**src/rtl/fifo_serial_tx_pkg.sv**
```systemverilog
// Shared types and helpers for the FIFO-fed serial transmitter.
package fifo_tx_pkg;

  typedef enum logic [2:0] {
    IDLE,
    REQ,
    WAIT,
    START,
    DATA,
    PARITY,
    STOP
  } tx_state_t;

  localparam logic PARITY_MODE_EVEN = 1'b0;
  localparam logic PARITY_MODE_ODD  = 1'b1;

  // Clock cycles from leaving IDLE to the end of the last stop bit.
  function automatic int unsigned frame_cycles(input int unsigned data_width,
                                               input int unsigned clks_per_bit,
                                               input int unsigned parity_en,
                                               input int unsigned stop_bits,
                                               input int unsigned read_latency);
    return 1 + read_latency + clks_per_bit * (1 + data_width + parity_en + stop_bits);
  endfunction

endpackage

```
**src/rtl/fifo_serial_tx_if.sv**
```systemverilog
// FIFO-side handshake and serial-line signals of the transmitter.
interface fifo_serial_tx_if #(
  parameter int unsigned DATA_WIDTH = 8
);
  logic                  enable;
  logic                  fifo_empty;
  logic [DATA_WIDTH-1:0] fifo_data;
  logic                  read_from_stack;
  logic                  tx;
  logic                  busy;
  logic                  frame_done;

  modport master (
    input  enable, fifo_empty, fifo_data,
    output read_from_stack, tx, busy, frame_done
  );

  modport slave (
    output enable, fifo_empty, fifo_data,
    input  read_from_stack, tx, busy, frame_done
  );
endinterface

```
**src/rtl/fifo_serial_tx_bit_timer.sv**
```systemverilog
// Bit-period down-counter; strobes on the last clock of each serial bit.
module bit_timer #(
  parameter int unsigned CLKS_PER_BIT = 4
) (
  input  logic clk,
  input  logic rst,
  input  logic run,
  output logic bit_end_c
);
  localparam int unsigned  CW     = $clog2(CLKS_PER_BIT) + 1;
  localparam logic [CW-1:0] RELOAD = CW'(CLKS_PER_BIT - 1);

  logic [CW-1:0] cnt;

  // Held at RELOAD while idle so the first bit after run rises is full length.
  always_ff @(posedge clk) begin
    if (rst) begin
      cnt <= '0;
    end else if (!run || bit_end_c) begin
      cnt <= RELOAD;
    end else begin
      cnt <= cnt - CW'(1);
    end
  end

  assign bit_end_c = run && (cnt == '0);

endmodule

```
**src/rtl/fifo_serial_tx.sv**
```systemverilog
// Pops bytes from a FIFO and sends each as an LSB-first start/data/parity/stop frame.
module fifo_serial_tx
  import fifo_tx_pkg::*;
#(
  parameter int unsigned DATA_WIDTH   = 8,
  parameter int unsigned CLKS_PER_BIT = 4,
  parameter int unsigned PARITY_EN    = 0,
  parameter int unsigned PARITY_ODD   = 0,
  parameter int unsigned STOP_BITS    = 1,
  parameter int unsigned READ_LATENCY = 1
) (
  input  logic             clk,
  input  logic             rst,
  fifo_serial_tx_if.master bus
);
  localparam int unsigned   BW        = $clog2(DATA_WIDTH) + 1;
  localparam int unsigned   WW        = $clog2(READ_LATENCY) + 1;
  localparam int unsigned   STOP_LEN  = STOP_BITS * CLKS_PER_BIT;
  localparam int unsigned   SW        = $clog2(STOP_LEN) + 1;
  localparam logic [BW-1:0] LAST_BIT  = BW'(DATA_WIDTH - 1);
  localparam logic [WW-1:0] WAIT_LOAD = WW'(READ_LATENCY - 1);
  localparam logic [SW-1:0] STOP_LOAD = SW'(STOP_LEN - 1);
  localparam logic          STOP_ONE  = (STOP_LEN == 1);
  localparam logic          PAR_MODE  = (PARITY_ODD != 0) ? PARITY_MODE_ODD : PARITY_MODE_EVEN;

  tx_state_t             state;
  logic [DATA_WIDTH-1:0] shreg;
  logic                  par_bit;
  logic [BW-1:0]         bit_idx;
  logic [WW-1:0]         wait_cnt;
  logic [SW-1:0]         stop_cnt;
  logic                  run_c;
  logic                  bit_end_c;

  assign run_c = (state == START) || (state == DATA) || (state == PARITY);

  bit_timer #(.CLKS_PER_BIT(CLKS_PER_BIT)) u_bit_timer (
    .clk       (clk),
    .rst       (rst),
    .run       (run_c),
    .bit_end_c (bit_end_c)
  );

  // Outputs are set on the edge entering the cycle they describe; frame_done is raised one
  // stop cycle early so it lands on the final one.
  always_ff @(posedge clk) begin
    if (rst) begin
      state               <= IDLE;
      shreg               <= '0;
      par_bit             <= 1'b0;
      bit_idx             <= '0;
      wait_cnt            <= '0;
      stop_cnt            <= '0;
      bus.read_from_stack <= 1'b0;
      bus.tx              <= 1'b1;
      bus.busy            <= 1'b0;
      bus.frame_done      <= 1'b0;
    end else begin
      bus.read_from_stack <= 1'b0;
      bus.frame_done      <= 1'b0;
      case (state)
        IDLE: begin
          bus.tx <= 1'b1;
          if (bus.enable && !bus.fifo_empty) begin
            state               <= REQ;
            bus.read_from_stack <= 1'b1;
            bus.busy            <= 1'b1;
          end
        end
        REQ: begin
          state    <= WAIT;
          wait_cnt <= WAIT_LOAD;
        end
        WAIT: begin
          if (wait_cnt == '0) begin
            shreg   <= bus.fifo_data;
            par_bit <= (^bus.fifo_data) ^ PAR_MODE;
            state   <= START;
            bus.tx  <= 1'b0;
          end else begin
            wait_cnt <= wait_cnt - WW'(1);
          end
        end
        START: begin
          if (bit_end_c) begin
            state   <= DATA;
            bus.tx  <= shreg[0];
            shreg   <= shreg >> 1;
            bit_idx <= '0;
          end
        end
        DATA: begin
          if (bit_end_c) begin
            if (bit_idx != LAST_BIT) begin
              bus.tx  <= shreg[0];
              shreg   <= shreg >> 1;
              bit_idx <= bit_idx + BW'(1);
            end else if (PARITY_EN != 0) begin
              state  <= PARITY;
              bus.tx <= par_bit;
            end else begin
              state          <= STOP;
              bus.tx         <= 1'b1;
              stop_cnt       <= STOP_LOAD;
              bus.frame_done <= STOP_ONE;
            end
          end
        end
        PARITY: begin
          if (bit_end_c) begin
            state          <= STOP;
            bus.tx         <= 1'b1;
            stop_cnt       <= STOP_LOAD;
            bus.frame_done <= STOP_ONE;
          end
        end
        STOP: begin
          if (stop_cnt == '0) begin
            if (bus.enable && !bus.fifo_empty) begin
              state               <= REQ;
              bus.read_from_stack <= 1'b1;
            end else begin
              state    <= IDLE;
              bus.busy <= 1'b0;
            end
          end else begin
            stop_cnt       <= stop_cnt - SW'(1);
            bus.frame_done <= (stop_cnt == SW'(1));
          end
        end
        default: begin
          state    <= IDLE;
          bus.tx   <= 1'b1;
          bus.busy <= 1'b0;
        end
      endcase
    end
  end

endmodule
```
**src/flat_wrapper.sv**
```systemverilog
// flat-port wrapper written by rule: the top's interface ports become plain ports
module fifo_serial_tx_flat import fifo_tx_pkg::*;
#(
  parameter int unsigned DATA_WIDTH   = 8,
  parameter int unsigned CLKS_PER_BIT = 4,
  parameter int unsigned PARITY_EN    = 0,
  parameter int unsigned PARITY_ODD   = 0,
  parameter int unsigned STOP_BITS    = 1,
  parameter int unsigned READ_LATENCY = 1
)
  (clk, rst, bus_enable, bus_fifo_empty, bus_fifo_data, bus_read_from_stack, bus_tx, bus_busy, bus_frame_done);
  fifo_serial_tx_if #(.DATA_WIDTH(DATA_WIDTH)) bus_i ();
  input  logic clk;
  input  logic rst;
  input wire logic [$bits(bus_i.enable)-1:0] bus_enable;
  input wire logic [$bits(bus_i.fifo_empty)-1:0] bus_fifo_empty;
  input wire logic [$bits(bus_i.fifo_data)-1:0] bus_fifo_data;
  output wire logic [$bits(bus_i.read_from_stack)-1:0] bus_read_from_stack;
  output wire logic [$bits(bus_i.tx)-1:0] bus_tx;
  output wire logic [$bits(bus_i.busy)-1:0] bus_busy;
  output wire logic [$bits(bus_i.frame_done)-1:0] bus_frame_done;
  assign bus_i.enable = bus_enable;
  assign bus_i.fifo_empty = bus_fifo_empty;
  assign bus_i.fifo_data = bus_fifo_data;
  assign bus_read_from_stack = bus_i.read_from_stack;
  assign bus_tx = bus_i.tx;
  assign bus_busy = bus_i.busy;
  assign bus_frame_done = bus_i.frame_done;
  fifo_serial_tx #(.DATA_WIDTH(DATA_WIDTH), .CLKS_PER_BIT(CLKS_PER_BIT), .PARITY_EN(PARITY_EN), .PARITY_ODD(PARITY_ODD), .STOP_BITS(STOP_BITS), .READ_LATENCY(READ_LATENCY)) u_core (.clk(clk), .rst(rst), .bus(bus_i));
endmodule
```
**config.mk**
```make
export PLATFORM = sky130hd
export DESIGN_NAME = fifo_serial_tx_flat
export DESIGN_NICKNAME = d
export VERILOG_FILES = /design/src/rtl/fifo_serial_tx_pkg.sv /design/src/rtl/fifo_serial_tx_if.sv /design/src/rtl/fifo_serial_tx_bit_timer.sv /design/src/rtl/fifo_serial_tx.sv /design/src/flat_wrapper.sv
export SDC_FILE = /design/constraint.sdc
export NUM_CORES = 1
export LEC_CHECK = 0
export ABC_AREA = 1
export BUFFER_PORTS_ARGS = -buffer_cell sky130_fd_sc_hd__clkbuf_2
export CORE_MARGIN = 2
export CORE_UTILIZATION = 52
export CTS_BUF_LIST = sky130_fd_sc_hd__clkbuf_16
export DETAILED_ROUTE_END_ITERATION = 16
export PLACE_DENSITY = 0.75
export SLEW_MARGIN = 20
export SYNTH_ARGS = -nofsm -noshare
export SYNTH_HDL_FRONTEND = slang
export SYNTH_HIERARCHICAL = 1
export SYNTH_SLANG_ARGS = --single-unit
```
**constraint.sdc**
```tcl
create_clock -name clk -period 1.6 [get_ports clk]
set_input_delay 0.16 -clock clk [delete_from_list [all_inputs] [get_ports clk]]
set_output_delay 0.16 -clock clk [all_outputs]
set_load 0.005 [all_outputs]
```
# Yosys cells after proc, flatten, opt, wreduce, memory -nomap -nowiden
# Index checks and enable logic that the tools add are counted.
dict set report totals {
  elab_cells 99
  inputBits 12
  out_inout_bits 4
  regBits 26
}
dict set report op_classes {
  bitwise_logic 3
  muxes 39
  n_addsub 4
  eq_ne 18
  n_reduce_logical 24
}
# cell count
set ops {}
lappend ops {{3-bit 2-to-1 mux} 11}
lappend ops {{8-bit 2-to-1 mux} 4}
lappend ops {{8-bit case mux with 3 select lines} 1}
lappend ops {{3-bit case mux with 7 select lines} 1}
lappend ops {{2-bit != test, second input constant} 8}
lappend ops {{5-bit AND reduction} 3}
lappend ops {{1-bit 2-to-1 mux} 12}
lappend ops {{4-bit 2-to-1 mux} 3}
lappend ops {{3-bit equality test, second input constant} 3}
lappend ops {{3-bit logical NOT} 3}
lappend ops {{3-bit case mux with 3 select lines} 1}
lappend ops {{4-bit case mux with 2 select lines} 1}
lappend ops {{4-bit AND reduction} 2}
lappend ops {{7-bit AND reduction} 1}
lappend ops {{3-bit by 1-bit equality test with 1-bit output, second input constant} 2}
lappend ops {{3-bit by 2-bit equality test with 1-bit output, second input constant} 2}
lappend ops {{3-bit nonzero test} 2}
lappend ops {{3-bit by 1-bit subtractor with 3-bit output, second input constant} 2}
lappend ops {{1-bit case mux with 5 select lines} 1}
lappend ops {{5-bit OR reduction} 1}
lappend ops {{4-bit by 1-bit adder with 4-bit output, second input constant} 1}
lappend ops {{2-bit by 1-bit != test with 1-bit output, second input constant} 2}
lappend ops {{4-bit by 3-bit != test with 1-bit output, second input constant} 1}
lappend ops {{1-bit case mux with 2 select lines} 2}
lappend ops {{10 further kinds} 18}

# Depth between registers and ports, before layout
dict set report logic_depth {
  ltp_word 6
  depth_mapped 13
  depth_no_buf 12
}

# Hierarchy
# Netlist, hierarchy kept.
# mod cells_each area_per_inst_um2 n_inst seq_area_each_um2
set modules_own_cells {}
lappend modules_own_cells {fifo_serial_tx 197 1281.2 1 440.4}
lappend modules_own_cells {bit_timer 21 161.4 1 60.1}

# Least setup slack after synthesis
# No wires, ideal clock.
dict set report synth_timing {
  path_kind {reg2reg}
  start {reg u_core.state[2]}
  end {reg u_core.state[0]}
  setup_slack_ns -0.195
  required_time_ns 1.488
  period_less_slack_ns 1.795
  arrival_ns 1.683
  setup_ns 0.112
  n_path_buf 1
  path_stages_with_launch 14
  path_cell_list {dfxtp_1 buf_4 inv_2 nand3_2 nand2_1 inv_1 nor2_1 inv_1 nand4_1 nand2_1 nor2_1 nand3_1 nor2_1 nor2_1}
}
dict set report synth_between {
  elab_chain_cells 6
  word_cells_on_any_way 19
}
# element line
set synth_rtl {}
lappend synth_rtl {{from (decl)} fifo_serial_tx.sv:26} ;# tx_state_t state;
lappend synth_rtl {{from (signal assigned)} fifo_serial_tx.sv:48} ;# state <= IDLE;
lappend synth_rtl {{from (signal assigned)} fifo_serial_tx.sv:65} ;# state <= REQ;
lappend synth_rtl {{from (signal assigned)} fifo_serial_tx.sv:71} ;# state <= WAIT;
lappend synth_rtl {{3-bit by 2-bit equality test with 1-bit output / 3-bit equality test (equally long branches)} fifo_serial_tx.sv:35} ;# assign run_c = (state == START) || (state == DATA) || (state == PARITY);
lappend synth_rtl {{1-bit logical OR} fifo_serial_tx.sv:35}
lappend synth_rtl {{1-bit logical OR (*)} fifo_serial_tx.sv:35}
lappend synth_rtl {{named net u_core.run_c} fifo_serial_tx.sv:32} ;# logic run_c;
lappend synth_rtl {{1-bit logical AND (*)} fifo_serial_tx_bit_timer.sv:26} ;# assign bit_end_c = run && (cnt == '0);
lappend synth_rtl {{named net u_core.bit_end_c} fifo_serial_tx.sv:33} ;# logic bit_end_c;
lappend synth_rtl {{2-bit != test (no source line)} --}
lappend synth_rtl {{7-bit AND reduction (no source line) (*)} --}
# The timed path passes the listed nets; every way through them passes the cells marked *.
# A chain may end at the register's enable or synchronous reset.

# Worst setup path in the final report
dict set report layout_timing {
  start {reg u_core.state[1]}
  end {reg u_core.shreg[0]}
}
dict set report layout_between {
  elab_chain_cells 6
  word_cells_on_any_way 14
}
# element line
set layout_rtl {}
lappend layout_rtl {{3-bit by 2-bit equality test with 1-bit output / 3-bit equality test (equally long branches)} {fifo_serial_tx.sv:35, fifo_serial_tx.sv:61}}
lappend layout_rtl {{1-bit logical OR (2 in a row)} fifo_serial_tx.sv:35}
lappend layout_rtl {{1-bit logical AND} fifo_serial_tx_bit_timer.sv:26}
lappend layout_rtl {{2-bit != test (no source line)} --}
lappend layout_rtl {{5-bit AND reduction (no source line)} --}
lappend layout_rtl {{to (signal assigned)} fifo_serial_tx.sv:76} ;# shreg <= bus.fifo_data;
lappend layout_rtl {{to (signal assigned)} fifo_serial_tx.sv:88} ;# shreg <= shreg >> 1;
lappend layout_rtl {{to (signal assigned)} fifo_serial_tx.sv:96} ;# shreg <= shreg >> 1;
lappend layout_rtl {{to (decl)} fifo_serial_tx.sv:27} ;# logic [DATA_WIDTH-1:0] shreg;
# Parallel ways exist; a longest one is shown, timed or not.

==> impl_results.md <==
* Switching portion of total power at 38.7%
* Core Util, Final at 66.2%
* Largest net degree at the start of global routing at 16
* Crit Path Max Fanout at 9
* Max Clock Skew at 0.00511 ns
* Final worst slack at 0.0921 ns
* Iter 0 DRT Violations at 35
* Global-route usage over all layers at 19.1%
* Capturing point of the worst reg2reg path: u_core/shreg[0]
* DR pass1 iterations at 4
* Relative slew slack at 79.6%
* Pwr dens at 1400 mW/mm2
* Status: finished clean
* HPWL Detailed at 2100 um
* GP Congestion at 0.836
* Via density at 5.00
* Min-delay src: bus_fifo_data[7]
* PortBufs at 15
* Min Hold Slack at 0.138 ns
* Residual DRC at 0
* Chip height at 56.7 um
* Clk Latency, worst-skew pair at 0.26 ns
* Mapped cell area at 0.00144 mm2
* Fin. Hold Viols at 0
* Layout cell share with drive strength beyond 1 at 28.2%
* Post-Route WL at 3070 um
* Worst reg2reg path startpoint: u_core/state[1]
* Initial antenna violation count at 0
* Pre-CTS setup slack at 0.0415 ns
* ANT nets after route at 0
* Final number of setup-violating endpoints at 0
* H-Tree Depth at 1
* Max-cap viol count at 0
* Core area at 0.00269 mm2
* Row count at 19
* Internal at 1.53 mW
* P_leak at 0.822 nW
* Final Max Tran Viols at 0
* Hold crit path type: in -> reg
* Register-to-Register Path Depth at 9
* CTS tree: done
* Global-route wire length before repair at 4900 um
* Flop2flop setup slack at 0.09 ns
* Period utilization at 94.2%
* Post-layout min period at 1.51 ns
* Synthesized area per cell at 6.62 um2
* Num CTS Buffers at 3
* Clock-pin slew on the worst setup and hold paths at 0.07 ns
* Num ports at 16
* Crit Path Class: reg -> reg
* Antenna cell count at 0
* Hold-fix buffers, CTS at 0
* F_max at 663 MHz
* Vias at 1381
* Crit path capture type: register
* Layout Nets at 264
* CP startpoint kind: register
* Synth Register Bits at 25
* Sw power at 0.965 mW
* Syn Inst Count at 218
* Die ar. at 0.00321 mm2
* Clock Power Share at 22.9%
* Hold EP: u_core/shreg[7]
* Worst path required time at 1.76 ns
* Longest Clk Path Bufs at 2
* Combinational fraction of design power at 42.5%
* Layout area overhead at 23.2%
* Seq pwr share at 34.6%
* Root Driver: clkbuf_16
* Total gr overflow at 0
* Synth cell types at 25
* Fin cells at 276
* Worst EP arrival at 1.67 ns
* Initial Util at 53.7%
* Synthesized net count at 236
* Avg WL per Cell at 11.1 um
* Vias in the first global route at 1170
* Worst VDD drop at 891 uV
* Post-synthesis sequential area ratio at 34.7%
* Num Clock Sinks at 25
* Placed instance count at 266
* Syn. warnings at 6
* Die X at 56.7 um
* Slew @ Worst Pin at 0.305 ns
* WHS Path Cells at 3
-- final cells by class --
cell class / instances / area (um2)
fill: 243 / 908
multi-input combinational: 164 / 867
sequential: 25 / 513
timing repair buffer: 27 / 178
inverter: 25 / 98.8
clock buffer: 3 / 75.1
tap: 31 / 38.8
clock inverter: 1 / 7.51
-- cell usage in the layout, fill, tap and decap left out, drive strengths merged --
master | netlist | final
a211oi | 1 | 1
a21oi | 14 | 14
buf | 3 | 12
clkbuf | 1 | 18
clkinvlp | 0 | 1
dfxtp | 25 | 25
ha | 6 | 6
inv | 25 | 25
nand2 | 68 | 68
nand3 | 20 | 20
nand4 | 1 | 1
nor2 | 41 | 41
nor3 | 1 | 1
nor4 | 1 | 1
o21ai | 8 | 8
xnor2 | 2 | 2
xor2 | 1 | 1
-- how the worst max path moves through the flow --
stage                    startpoint              end  cells after the start
floorplan           u_core/state[2]  u_core/state[0]                     13
global placement    u_core/state[1]  u_core/shreg[5]                      9
detailed placement  u_core/state[1]  u_core/shreg[0]                      9
CTS                 u_core/state[1]  u_core/shreg[0]                      9
global route        u_core/state[2]  u_core/state[0]                     12
finish              u_core/state[1]  u_core/shreg[0]                      9
-- routing by layer --
metal  vias up  share of wire [%]  GRT usage [%]
met3         7                2.8           3.00
met2        20                 47           30.9
li1        737                  -              -
met4         0                2.4           8.16
met5         -                  0              0
met1       617                 48           25.2
-- through the flow --
stage | area, um2 | total power, mW | setup TNS [ns]
floorplan | 1470 | 1.63 | 0
global placement | 1600 | 1.84 | 0
detailed placement | 1600 | 1.85 | 0
CTS | 1690 | 2.43 | 0
global route | 1780 | 2.68 | -0.0209
finish | 1780 | 2.49 | 0
-- logic make-up after synthesis --
group | after synthesis | share of synthesized area, %
adder cells (fa/ha/maj) | 6 | 5.20
AO/OA/AOI/OAI | 23 | 8.41
XOR/XNOR | 3 | 1.82
buffers and inverters | 29 | 9.02
flip-flops | 25 | 34.7
AND/OR/NAND/NOR | 132 | 40.9
-- critical path: stages, from the launching register on --
cell	delay [ns]
dfxtp_4	0.36
buf_4	0.17
nor2_4	0.17
nand2_4	0.09
nand2_2	0.12
nand2_2	0.12
nand2_4	0.14
inv_2	0.09
nor2_1	0.10
nor2_1	0.05
-- synth_stat cells --
library cell / count / share of area (%)
inv_1: 19 / 4.9
inv_2: 5 / 1.3
nand2_4: 2 / 1.6
xnor2_1: 2 / 1.2
clkbuf_1: 1 / 0.26
nor3_1: 1 / 0.35
ha_1: 6 / 5.2
nand2_1: 61 / 16
nor2_2: 3 / 1.3
a21oi_1: 13 / 4.5
buf_4: 1 / 0.52
nor4_1: 1 / 0.43
nand2_2: 5 / 2.2
nand3_2: 4 / 2.8
a21oi_2: 1 / 0.61
a211oi_1: 1 / 0.52
inv_4: 1 / 0.43
nand3_1: 16 / 5.6
nand4_1: 1 / 0.43
nor2_1: 37 / 9.6
dfxtp_1: 25 / 35
buf_6: 2 / 1.6
nor2_4: 1 / 0.78
xor2_1: 1 / 0.61
o21ai_1: 8 / 2.8
-- power by group through the flow --
stage	registers, mW	logic, mW	clock network (mW)
finish	0.863	1.06	0.571
global route	0.879	1.20	0.597
detailed placement	0.865	0.982	0
floorplan	0.854	0.772	0
CTS	0.851	0.995	0.585
global placement	0.859	0.980	0
-- sequential cells by signal, summed over array words and instances, names as in the netlist --
name                        flops
u_core/bus.frame_done           1
u_core/state                    3
u_core/bus.busy                 1
u_core/bit_idx                  4
u_core/u_bit_timer/cnt          3
u_core/bus.tx                   1
u_core/bus.read_from_stack      1
u_core/shreg                    8
u_core/stop_cnt                 3
-- what timing repair did --
item,4_1_cts,5_1_grt
setup buffers,0,6
endpoints found under the setup margin,0,12
resized for setup,0,18
Power figures use the tool's default switching activity.
